--- src/rtl/k_nearest_sorter.sv ---
`default_nettype none
// ============================================================================
// Module      : k_nearest_sorter
// Description : Streaming top-K selector. Accepts one (distance, type) sample
//               per cycle and keeps the K smallest distances in a sorted
//               register list (slot 0 nearest). At end of stream it pulses
//               valid_sort; the packed list then holds until the next start.
// Ports       : clk, rst          - clock, synchronous active-high reset
//               start             - begin a new query (taken only in IDLE)
//               sample_valid/ready, sample_dist/type/last - sample handshake
//               valid_sort        - one-cycle pulse, list is final
//               k_nearest_neighbours_type / k_nearest_dist - packed slots,
//                                   slot i at [(i+1)*W-1 -: W]
//               n_valid           - occupied slots, saturates at K
//               busy              - FSM not in IDLE
// Revision    : 1.0 - initial release
// ============================================================================
module k_nearest_sorter #(
  parameter int K      = 4,
  parameter int TYPE_W = 2,
  parameter int DIST_W = 16
) (
  input  logic                    clk,
  input  logic                    rst,
  input  logic                    start,
  input  logic                    sample_valid,
  output logic                    sample_ready,
  input  logic [DIST_W-1:0]       sample_dist,
  input  logic [TYPE_W-1:0]       sample_type,
  input  logic                    sample_last,
  output logic                    valid_sort,
  output logic [TYPE_W*K-1:0]     k_nearest_neighbours_type,
  output logic [DIST_W*K-1:0]     k_nearest_dist,
  output logic [$clog2(K+1)-1:0]  n_valid,
  output logic                    busy
);

  localparam int NW = $clog2(K+1);

  typedef enum logic [1:0] {
    S_IDLE    = 2'd0,
    S_COLLECT = 2'd1,
    S_EMIT    = 2'd2
  } state_t;

  state_t state, state_nxt;

  logic [DIST_W-1:0] dist_q [K];
  logic [TYPE_W-1:0] type_q [K];
  logic [K-1:0]      occ_q;
  logic [NW-1:0]     cnt_q;

  logic [DIST_W-1:0] dist_n [K];
  logic [TYPE_W-1:0] type_n [K];
  logic [K-1:0]      occ_n;

  logic              accept;
  logic              clear;
  logic [K-1:0]      lt;        // sample belongs at or above slot i
  logic [K-1:0]      lt_prev;   // sample belongs strictly above slot i
  logic [DIST_W-1:0] up_dist [K];
  logic [TYPE_W-1:0] up_type [K];
  logic [K-1:0]      up_occ;

  assign accept = (state == S_COLLECT) && sample_valid;
  assign clear  = (state == S_IDLE) && start;

  // The list is kept sorted with occupied slots first, so lt is monotonic:
  // once true at slot i it is true for every higher slot. The insert point
  // is the first slot where lt rises; every slot beyond it takes its
  // upper neighbour's contents.
  generate
    for (genvar i = 0; i < K; i++) begin : g_slot
      assign lt[i] = !occ_q[i] || (sample_dist < dist_q[i]);
      if (i == 0) begin : g_head
        assign lt_prev[i] = 1'b0;
        assign up_dist[i] = sample_dist;
        assign up_type[i] = sample_type;
        assign up_occ[i]  = 1'b1;
      end else begin : g_tail
        assign lt_prev[i] = lt[i-1];
        assign up_dist[i] = dist_q[i-1];
        assign up_type[i] = type_q[i-1];
        assign up_occ[i]  = occ_q[i-1];
      end
      assign k_nearest_neighbours_type[(i+1)*TYPE_W-1 -: TYPE_W] = type_q[i];
      assign k_nearest_dist[(i+1)*DIST_W-1 -: DIST_W]            = dist_q[i];
    end
  endgenerate

  always_comb begin
    for (int i = 0; i < K; i++) begin
      dist_n[i] = dist_q[i];
      type_n[i] = type_q[i];
      occ_n[i]  = occ_q[i];
      if (lt[i]) begin
        if (lt_prev[i]) begin
          dist_n[i] = up_dist[i];
          type_n[i] = up_type[i];
          occ_n[i]  = up_occ[i];
        end else begin
          dist_n[i] = sample_dist;
          type_n[i] = sample_type;
          occ_n[i]  = 1'b1;
        end
      end
    end
  end

  always_ff @(posedge clk) begin
    if (rst || clear) begin
      for (int i = 0; i < K; i++) begin
        dist_q[i] <= '1;
        type_q[i] <= '0;
      end
      occ_q <= '0;
      cnt_q <= '0;
    end else if (accept) begin
      for (int i = 0; i < K; i++) begin
        dist_q[i] <= dist_n[i];
        type_q[i] <= type_n[i];
      end
      occ_q <= occ_n;
      if (cnt_q != NW'(K)) begin
        cnt_q <= cnt_q + 1'b1;
      end
    end
  end

  always_ff @(posedge clk) begin
    if (rst) begin
      state <= S_IDLE;
    end else begin
      state <= state_nxt;
    end
  end

  always_comb begin
    state_nxt = state;
    case (state)
      S_IDLE:    if (start) state_nxt = S_COLLECT;
      S_COLLECT: if (accept && sample_last) state_nxt = S_EMIT;
      S_EMIT:    state_nxt = S_IDLE;
      default:   state_nxt = S_IDLE;
    endcase
  end

  assign sample_ready = (state == S_COLLECT);
  assign valid_sort   = (state == S_EMIT);
  assign busy         = (state != S_IDLE);
  assign n_valid      = cnt_q;

endmodule
`default_nettype wire
--- config.mk ---
export PLATFORM = sky130hd
export DESIGN_NAME = k_nearest_sorter
export DESIGN_NICKNAME = d
export VERILOG_FILES = /design/src/rtl/k_nearest_sorter.sv
export SDC_FILE = /design/constraint.sdc
export NUM_CORES = 1
export LEC_CHECK = 0
export ABC_CLOCK_PERIOD_IN_PS = 8700
export BUFFER_PORTS_ARGS = -buffer_cell sky130_fd_sc_hd__buf_4
export CORE_MARGIN = 1
export CORE_UTILIZATION = 60
export DETAILED_ROUTE_END_ITERATION = 7
export HOLD_SLACK_MARGIN = 0.03
export PLACE_DENSITY_LB_ADDON = 0.1
export SLEW_MARGIN = 20
export SYNTH_ARGS = -nofsm -noshare
export SYNTH_HDL_FRONTEND = slang
export SYNTH_SLANG_ARGS = --single-unit
export TNS_END_PERCENT = 50
--- constraint.sdc ---
create_clock -name clk -period 8.7 [get_ports clk]
set_input_delay 0.435 -clock clk [delete_from_list [all_inputs] [get_ports clk]]
set_output_delay 0.435 -clock clk [all_outputs]
set_load 0.01 [all_outputs]
Word-level counts from Yosys, hierarchy flattened
Memories as Yosys holds them, arrays and structs flattened.
Cells that the tools add are included.
{ "totals": {"out_inout_bits": 78, "reg_bits": 9, "n_memories": 2, "ramBits": 72, "inputBits": 23} }
{ "mem_list": {"columns": ["name", "words", "width", "read_ports", "rd_clocked_by_memory_dff", "wr", "line", "rtl"], "rows": [
  ["dist_q", 4, 16, 4, 0, 4, "48", "logic [DIST_W-1:0] dist_q [K];"],
  ["type_q", 4, 2, 4, 0, 4, "49", "logic [TYPE_W-1:0] type_q [K];"]
]} }
{ "classes": {"n_reduce_logical": 20, "magnitude_cmp": 4, "n_mux": 33, "bitwise": 8, "addsub": 1, "eq_ne": 5} }
{ "ops": {"columns": ["operator", "count"], "rows": [
  ["$mux 16", 11],
  ["$lt 16x16->1", 4],
  ["$mux 2", 13],
  ["$reduce_and 2->1", 6],
  ["$mux 1", 8],
  ["$or 1x1->1", 8],
  ["$logic_or 1x1->1", 5],
  ["$logic_not 1->1", 4],
  ["$pmux 2 s2", 1],
  ["$add 3x1->3 const B", 1],
  ["$logic_and 1x1->1", 3],
  ["$ne 3x3->1 const B", 1],
  ["$eq 2x1->1 const B", 1],
  ["$eq 2x2->1 const B", 1],
  ["$logic_not 2->1", 1],
  ["$ne 2x1->1 const B", 1],
  ["$ne 2x2->1 const B", 1],
  ["$reduce_bool 2->1", 1]
]} }

Depth between registers and ports, before layout
{ "logic_depth": {"word_depth": 6, "ltp_mapped": 9} }

Worst setup path after synthesis
No wires, ideal clock.
{ "synth_timing": {"path_type": "register to register", "startpoint": "memory dist_q[2][9]", "endpoint": "memory dist_q[2][0], enable pin", "setup_slack_ns": 5.273, "stages_incl_launch_ff": 9, "arrival_time_ns": 3.009, "n_path_buf": 1, "path_cell_list": "edfxtp_1 inv_1 ha_1 a21oi_1 o21ai_0 a221o_1 a31o_2 buf_2 o21ai_0"} }
{ "synth_rtl": {"columns": ["element", "line"], "rows": [
  ["start: declaration", "48"]
]} }

==> flow_summary.yaml <==
timing:
  worst-slew-pin-transition_ps: 1090
  timing.slew.headroom_pct: 27.33
  final.setup.tns_ps: 0
  finalCritPeriodShare_pct: 36.52
  report.final.hold_viol_count: 0
  layout_min_cycle_time_ps: 3177
  report.final.slew_viol_count: 0
  fin_hold_ws_ps: 263.8
  setup_viol_count_final: 0
  rsz0062_at_grt: "false"
  fin_worst_skew_ps: 8.960
  fmaxAchievable_ghz: 0.3147
worst_setup_path:
  timing.critical_path.required_ps: 8680
  cp_data_arrival_time_ps: 3160
  cp_max_fo: 20
  critical-path-max-stage-delay_ps: 940
  worst_setup_path_start_kind: "flip-flop"
  crit_path_end_kind: "flip-flop"
  critical-path-slowest-cell: "sky130_fd_sc_hd__o21ai_2"
  cp_cell_sequence: "inv_1, ha_1, a21oi_1, o21ai_0, a221o_1, a31o_2, o21ai_2"
  critPathKind: "flip-flop to flip-flop"
yosys:
  seq_area_frac_synth_pct: 46.31
  synth_top_cell_area_share_pct: 42.75
  ys_warn_count: 0
  synth.lib_cells_used.distinct: 35
  synth-async-reset-ratio_pct: 0
  synth_ff_type: "sky130_fd_sc_hd__edfxtp_1"
  postSynthCellCount: 499
  synthDominantAreaCellType: "sky130_fd_sc_hd__edfxtp_1"
  syn_avg_cell_area_sq_um: 10.13
  synth_fp_nets: 584
  synth_enable_flop_cells: 72
  post_synth_main_area_contributors: "sky130_fd_sc_hd__edfxtp_1, sky130_fd_sc_hd__ha_1, sky130_fd_sc_hd__mux2i_1"
  ys_seq_elements: 81
  mappedNetlistArea_sq_um: 5057
clock_network:
  cts.repair.resized: 0
  number_of_clock_buffers_inserted_by_tritoncts: 9
  post-cts-setup-buffers: 0
  clkSinkCount: 81
  cts-htree-levels: 3
  cts.hold.buffers_added: 0
  tritoncts: "done"
  cts.path.max_buffers: 2
  cts.clk_slew.worst_paths_ps: 80
  clock_latency_ps: 370
  root_buffer: "sky130_fd_sc_hd__clkbuf_8"
cells_and_area:
  net_count_of_the_finished_layout: 684
  drive_above_1_share_pct: 20.70
  layout.filler_cells: 602
  count_of_antenna_diodes_in_the_layout: 0
  area.growth.synth_to_final_pct: 20.14
floorplanning:
  dieArea_sq_um: 8800
  floorplan.initialDensity_pct: 61.86
  standard_cell_core_area_sq_um: 8175
  die_h_microns: 93.81
  dieWidth_microns: 93.81
  design.portCount: 101
  number_of_placement_rows: 33
drt:
  drc: 0
  detail_route.vias_per_cell: 5.549
  drt-wirelength-per-cell_microns: 16.93
  total_routed_wirelength_mm: 12.00
  vias: 3934
  detail_route.first_pass.iterations: 5
  ant_nets: 0
  dr.first_iter.drc_count: 243
power_and_ir_drop:
  power.ir.vdd_worst_uv: 100.9
  total_power_divided_by_cell_area_nw_per_um2: 128.7
  total_leakage_power_nw: 2.730
run_status:
  outcome: "finished clean"
placement:
  place_congestion: 0.8779
  dp_hpwl_mm: 8.918
  place.port_buffers: 100
grt:
  first_pass_grt_wire_length_mm: 18.75
  via_count_of_the_first_global_routing_pass: 3900
  antenna_found_initial: 0
  globalRouteOverflowTotal: 0
  grt_usage_pct: 28.43
  grt_max_degree: 34
job:
  max_cap_violations: 0
min_path:
  hp-class: "primary input to flip-flop"
power breakdown:
group | total, mW | internal (mW) | leakage, nW | switching [mW]
Sequential | 0.435 | 0.430 | 0.633 | 0.00474
Clock | 0.272 | 0.130 | 0.0962 | 0.142
Combinational | 0.0750 | 0.0275 | 2.00 | 0.0475
cell usage after synthesis (3+ instances only):
cell / number
sky130_fd_sc_hd__a21oi_1: 29
sky130_fd_sc_hd__inv_1: 82
sky130_fd_sc_hd__a221o_1: 3
sky130_fd_sc_hd__o21ai_0: 9
sky130_fd_sc_hd__dfxtp_1: 9
sky130_fd_sc_hd__clkbuf_1: 4
sky130_fd_sc_hd__o31ai_1: 3
sky130_fd_sc_hd__ha_1: 62
sky130_fd_sc_hd__nand3_1: 8
sky130_fd_sc_hd__a31o_2: 3
sky130_fd_sc_hd__o21a_1: 7
sky130_fd_sc_hd__nor3_1: 4
sky130_fd_sc_hd__a21o_1: 3
sky130_fd_sc_hd__nand2b_1: 4
sky130_fd_sc_hd__nand4_1: 4
sky130_fd_sc_hd__buf_2: 4
sky130_fd_sc_hd__edfxtp_1: 72
sky130_fd_sc_hd__nor2_1: 84
sky130_fd_sc_hd__nand2_1: 30
sky130_fd_sc_hd__mux2i_1: 55
worst max-delay path, delay by kind of cell, from the launching register on:
kind	cells	cell delay, ps
compound gates	5	2010
fa+ha+maj	1	250
flops	1	430
buf+inv	1	90
registers in the layout, indices dropped and copies added (netlist names):
signal	cells
dist_q	64
n_valid	3
occ_q	4
state	2
type_q	8
path summary, 6_finish.rpt:
check | end | cells after the start | slack [ps] | startpoint
max | dist_q[1][9]$_SDFFCE_PN1P_ | 7 | 5520 | dist_q[1][11]$_SDFFCE_PN1P_
min reg2reg | state[0]$_SDFFE_PP0P_ | 1 | 490 | state[1]$_SDFFE_PP0P_
min | state[1]$_SDFFE_PP0P_ | 2 | 260 | rst
max reg2reg | dist_q[1][9]$_SDFFCE_PN1P_ | 7 | 5520 | dist_q[1][11]$_SDFFCE_PN1P_
metal layers:
layer,up-vias,GRT usage (%),part of all wire [%]
met5,-,0,0
met1,1859,36.13,42
met3,18,5.663,6.7
met2,134,48.36,50
li1,1923,-,-
met4,0,9.487,1.6
cell families (layout without fill, tap and decap cells):
group,after synthesis,in the layout,synth area share [%]
AND/OR/NAND/NOR,139,139,11.36
buffers and inverters,95,200,7.620
flip-flops,81,81,46.31
AO/OA/AOI/OAI,66,66,8.313
adder cells (fa/ha/maj),62,62,15.34
multiplexers,55,55,10.89
XOR/XNOR,1,1,0.1732
layout by cell type, fill, tap and decap left out, drive strengths merged, types with 2 or more instances in the layout:
master	count
a2111oi	3
a21o	3
a21oi	29
a221o	3
a31o	4
buf	102
clkbuf	9
clkinv	5
dfxtp	9
edfxtp	72
ha	62
inv	82
mux2i	55
nand2	30
nand2b	4
nand3	8
nand4	4
nor2	84
nor2b	2
nor3	4
o21a	7
o21ai	10
o31a	2
o31ai	3
layout make-up:
| class | count | area [sq um] | share of cell area, % |
|---|---|---|---|
| clock buffers | 9 | 123.9 | 2.039 |
| clock inverters | 7 | 61.31 | 1.009 |
| inverters | 82 | 307.8 | 5.066 |
| multi-input cells | 323 | 2344 | 38.57 |
| flip-flops and latches | 81 | 2342 | 38.55 |
| well taps | 105 | 131.4 | 2.162 |
| repair buffers | 102 | 765.7 | 12.60 |
stage by stage:
step,power [mW],utilization (%),area (sq um),cells,worst slack (ps)
2_1_floorplan,0.4813,-,5057,499,5273
5_1_grt,0.8061,74.32,6076,709,5390
3_3_place_gp,0.5151,72.05,5891,693,5429
3_5_place_dp,0.5184,72.05,5891,693,5395
4_1_cts,0.7811,74.32,6076,709,5486
6_report,0.7822,74.32,6076,709,5523
Note: power is estimated with default switching activity, not from simulation.
